==> src/rtl/dwt_input_collector.sv <==
// Streaming front-end for the Haar DWT core: packs samples into N-sample frames
// across two ping-pong banks and runs the core's level start/done handshake.
module dwt_input_collector #(
    parameter int unsigned N = 8
) (
    input  logic            clk,
    input  logic            rst_n,
    input  logic            s_valid,
    output logic            s_ready,
    input  logic [15:0]     s_data,
    input  logic            s_last,
    output logic [N*16-1:0] array_out,
    output logic            start,
    input  logic            done,
    output logic            frame_done,
    output logic            busy
);

    localparam int unsigned CntW = $clog2(N);

    typedef enum logic [1:0] {
        HsIdle,
        HsStart,
        HsRelease
    } hs_state_e;

    logic [15:0]     bank_q [2][N];
    logic [15:0]     bank_d [2][N];
    logic [1:0]      full_q, full_d;
    logic            wr_bank_q, wr_bank_d;
    logic            rd_bank_q, rd_bank_d;
    logic [CntW-1:0] wr_cnt_q, wr_cnt_d;
    hs_state_e       hs_q, hs_d;
    logic            start_q, start_d;
    logic            frame_done_q, frame_done_d;

    logic accept;
    logic close;

    assign s_ready = ~full_q[wr_bank_q];
    assign accept  = s_valid & s_ready;
    assign close   = accept & (s_last | (wr_cnt_q == CntW'(N - 1)));

    // Write side: store the sample; an s_last close zero-fills the tail of the bank.
    always_comb begin
        bank_d    = bank_q;
        wr_cnt_d  = wr_cnt_q;
        wr_bank_d = wr_bank_q;
        if (accept) begin
            for (int k = 0; k < N; k++) begin
                if (CntW'(k) == wr_cnt_q) begin
                    bank_d[wr_bank_q][k] = s_data;
                end else if (s_last && (CntW'(k) > wr_cnt_q)) begin
                    bank_d[wr_bank_q][k] = 16'h0000;
                end
            end
            if (close) begin
                wr_cnt_d  = '0;
                wr_bank_d = ~wr_bank_q;
            end else begin
                wr_cnt_d  = wr_cnt_q + 1'b1;
            end
        end
    end

    // Handshake FSM plus full flags; close and release touch different banks.
    always_comb begin
        hs_d         = hs_q;
        start_d      = start_q;
        frame_done_d = 1'b0;
        full_d       = full_q;
        rd_bank_d    = rd_bank_q;
        if (close) begin
            full_d[wr_bank_q] = 1'b1;
        end
        unique case (hs_q)
            HsIdle: begin
                // A stale done from a previous run must fall before we request again.
                if (full_q[rd_bank_q] && !done) begin
                    start_d = 1'b1;
                    hs_d    = HsStart;
                end
            end
            HsStart: begin
                if (done) begin
                    start_d      = 1'b0;
                    frame_done_d = 1'b1;
                    hs_d         = HsRelease;
                end
            end
            HsRelease: begin
                if (!done) begin
                    full_d[rd_bank_q] = 1'b0;
                    rd_bank_d         = ~rd_bank_q;
                    hs_d              = HsIdle;
                end
            end
            default: begin
                hs_d = HsIdle;
            end
        endcase
    end

    // State registers.
    always_ff @(posedge clk or negedge rst_n) begin
        if (!rst_n) begin
            for (int b = 0; b < 2; b++) begin
                for (int k = 0; k < N; k++) begin
                    bank_q[b][k] <= 16'h0000;
                end
            end
            full_q       <= 2'b00;
            wr_bank_q    <= 1'b0;
            rd_bank_q    <= 1'b0;
            wr_cnt_q     <= '0;
            hs_q         <= HsIdle;
            start_q      <= 1'b0;
            frame_done_q <= 1'b0;
        end else begin
            bank_q       <= bank_d;
            full_q       <= full_d;
            wr_bank_q    <= wr_bank_d;
            rd_bank_q    <= rd_bank_d;
            wr_cnt_q     <= wr_cnt_d;
            hs_q         <= hs_d;
            start_q      <= start_d;
            frame_done_q <= frame_done_d;
        end
    end

    // Flatten the read bank onto the core's array input.
    always_comb begin
        array_out = '0;
        for (int k = 0; k < N; k++) begin
            array_out[k*16 +: 16] = bank_q[rd_bank_q][k];
        end
    end

    assign start      = start_q;
    assign frame_done = frame_done_q;
    assign busy       = (|full_q) | start_q | (hs_q != HsIdle);

endmodule

==> config.mk <==
export PLATFORM = sky130hd
export DESIGN_NAME = dwt_input_collector
export DESIGN_NICKNAME = d
export VERILOG_FILES = /design/src/rtl/dwt_input_collector.sv
export SDC_FILE = /design/constraint.sdc
export NUM_CORES = 1
export LEC_CHECK = 0
export CAP_MARGIN = 40
export CORE_ASPECT_RATIO = 2
export CORE_UTILIZATION = 40
export CTS_BUF_LIST = sky130_fd_sc_hd__clkbuf_8
export CTS_CLUSTER_DIAMETER = 80
export DETAILED_ROUTE_END_ITERATION = 8
export SKIP_LAST_GASP = 1
export SLEW_MARGIN = 10
export SYNTH_ARGS = -nofsm -noshare
export SYNTH_HDL_FRONTEND = slang
export SYNTH_SLANG_ARGS = --single-unit
==> constraint.sdc <==
create_clock -name clk -period 3 [get_ports clk]
set_input_delay 0.6 -clock clk [delete_from_list [all_inputs] [get_ports clk]]
set_output_delay 0.6 -clock clk [all_outputs]
set_load 0.02 [all_outputs]
==> results.py, run 1 <==
metrics = {
    "timing": {
        "layout_min_cycle_time_ns": 2.96,
        "post-route-period-util": 0.986,
        "hold_ws_ns": 0.487,
        "setup_tns_ns": 0,
        "final-setup-viol-count": 0,
        "fin_skew_ns": 0.0220,
        "fmax_ghz": 0.338,
        "worstMarginPinSlew_ns": 0.856,
        "slew_viol_final": 0,
        "hold_viol": 0,
        "slew_headroom": 0.428,
        "fin_ws_ns": 0.0407,
        "rsz0062_at_grt": "true",
    },
    "worst_setup_path": {
        "path_class": "flip-flop to output pin",
        "crit_family": "buffers and inverters",
        "path_cells": "buf_16 > mux2_2 > clkdlybuf4s50_1",
        "start_kind": "flip-flop",
        "crit_buf_inv": 2,
        "critPathMaxFanout": 59,
        "max_stage_delay_ns": 0.55,
        "end_kind": "output pin",
        "worstPathArrival_ns": 2.36,
        "cp_slowest_cell": "clkdlybuf4s50_1",
        "cp.required_ns": 2.40,
    },
    "die": {
        "die_w_um": 122,
        "design.core.area_um2": 28300,
        "rows": 87,
        "die_h_um": 243,
        "pin_count": 153,
        "start_util": 0.410,
        "dieArea_um2": 29700,
    },
    "global_routing": {
        "grt_antenna_before_repair": 1,
        "grt.total_usage": 0.235,
        "grt_max_degree": 80,
        "grt_pass1_wl_um": 52200,
        "grt_overflow_total": 0,
        "grt_pass1_vias": 8535,
    },
    "worst_hold_path": {
        "hold_path.class": "flip-flop to flip-flop",
    },
    "detailed_routing": {
        "routed_via_density": 5.90,
        "first_iter_violations": 411,
        "routed_wl_um": 33700,
        "drtAntennaViolNets": 0,
        "vias": 8138,
        "detail_route.wl_per_cell_um": 24.4,
        "drcViolationCount": 0,
        "drtPass1Iterations": 5,
    },
    "logic_synthesis": {
        "yosysSeqAreaShare": 0.576,
        "synth_area_leader_cell": "dfrtp_1",
        "synth_area_per_cell_um2": 13.8,
        "synth_top_area_frac": 0.576,
        "synth_area_um2": 11600,
        "yosysUniqueCellTypes": 45,
        "ys.warnings.count": 0,
        "synthCells": 840,
        "synth_edf_count": 0,
        "synthFlopType": "dfrtp_1",
        "ys_seq_elements": 267,
        "syn-num-nets": 865,
        "synthTopCellsByArea": "dfrtp_1 58%, a22o_1 16%, mux2_2 13%",
        "async_flop_share": 1.00,
    },
    "cts": {
        "clk_path_buf_depth": 3,
        "clock_latency_ns": 0.56,
        "cts_made_buffers": 39,
        "cts_tree": "done",
        "cts_htree_levels": 2,
        "cts.sinks": 267,
        "cts_root_buf": "clkbuf_8",
        "clk_pin_slew_ns": 0.07,
        "cts_setup_buffers": 0,
    },
    "final_layout": {
        "layout-area-overhead-vs-synth_pct": 23.7,
        "final_cell_area_um2": 14300,
        "fin_util": 0.507,
        "final_cell_count_no_fill": 1380,
        "mostFrequentLayoutCell": "dfrtp_1",
        "drive_above_1_share": 0.251,
        "final_net_count": 1023,
        "final_cell_mix": "265 x dfrtp_1, 208 x a22o_1, 151 x clkdlybuf4s50_1",
    },
    "placement": {
        "port_buffers": 152,
        "post-place-ws_ns": 0.325,
        "place.gp.congestion": 0.797,
        "placed_cells": 1312,
        "placed_cell_area_um2": 13600,
        "dpl.hpwl_um": 22300,
    },
    "power_and_ir_drop": {
        "power_density_nw_per_um2": 912,
        "peakVddDrop_v": 0.000558,
        "p_total_mw": 13.1,
        "power.leakage_nw": 6.69,
    },
    "job": {
        "maxCapViolCount": 0,
    },
    "run_status": {
        "status": "completed",
    },
}
[Yosys cell counts (2+ instances only)]
master	n
and3_1	4
o21ai_1	7
a32o_1	48
buf_2	35
clkbuf_2	4
inv_1	6
nor3_1	2
mux2i_1	2
a22oi_1	2
a21oi_1	2
mux2_2	132
nor2b_1	16
nand2_1	7
nor2_4	2
dfrtp_1	267
clkbuf_1	33
buf_6	3
nand3_1	2
nand2b_1	3
buf_1	2
o21ai_2	5
o21ai_0	4
buf_4	10
and2_1	5
ha_1	4
nor3b_2	2
nor2_1	6
a22o_1	208
[per-layer routing]
metal | GRT usage | wire [um] | vias up
met5 | 0 | 0 | -
met3 | 0.0308 | 1290 | 59
met2 | 0.402 | 17600 | 238
met4 | 0.0947 | 1150 | 0
met1 | 0.294 | 13700 | 4278
li1 | - | - | 3563
[timing repair]
item | in CTS | in global routing
hold buffers | 1 | 0
endpoints found under the setup margin | 0 | 1
endpoints found under the hold margin | 26 | 0
gates resized for setup | 0 | 1
[cells by family (layout without fill, tap and decap cells)]
| kind of cell | Yosys count | after routing | share of synthesized area |
|---|---|---|---|
| other | 0 | 1 | 0 |
| buffers and inverters | 93 | 276 | 0.0395 |
| xor gates and xnor gates | 1 | 1 | 0.000756 |
| adders and majority gates | 4 | 4 | 0.00432 |
| AOI/OAI and AO/OA | 282 | 282 | 0.214 |
| muxes | 134 | 134 | 0.130 |
| and+or+nand+nor | 59 | 59 | 0.0354 |
| DFF | 267 | 267 | 0.576 |
[worst paths after layout]
path                              from             to  slack (ns)  cells past startpoint
max in group asynchronous        rst_n    bank_q[125]        1.67                      3
setup / recovery             rd_bank_q  array_out[83]        0.04                      3
min in group asynchronous        rst_n     bank_q[66]        0.51                      2
hold reg to reg             bank_q[89]     bank_q[89]        0.49                      1
hold / removal              bank_q[89]     bank_q[89]        0.49                      1
setup reg to reg           wr_cnt_q[0]     bank_q[48]        0.76                      5
[cell type report]
| cell class | count | area (um^2) |
|---|---|---|
| inverter | 6 | 22.5 |
| tap | 356 | 445 |
| fill | 2473 | 14000 |
| clock buffer | 45 | 619 |
| sequential | 267 | 6690 |
| antenna | 1 | 2.50 |
| timing repair buffer | 204 | 1990 |
| clock inverter | 21 | 124 |
| multi-input combinational | 480 | 4450 |
[power by group]
| part | total, mW | internal (mW) | switching (mW) |
|---|---|---|---|
| clock | 2.86 | 1.46 | 1.40 |
| sequential | 5.14 | 4.51 | 0.626 |
| combinational | 5.08 | 2.53 | 2.55 |
| total | 13.1 | 8.51 | 4.57 |
[flip-flops by register name (all words and copies together), names as in the netlist]
name	count
wr_bank_q	1
start	1
wr_cnt_q	3
full_q	2
bank_q	256
frame_done	1
rd_bank_q	1
hs_q	2
(Power assumes the default switching activity.)
==> run 2: changes to the inputs <==
- SLEW_MARGIN: 10 -> not set
==> results of run 2 <==
Final layout, timing and power as in run 1 (identical DEF).
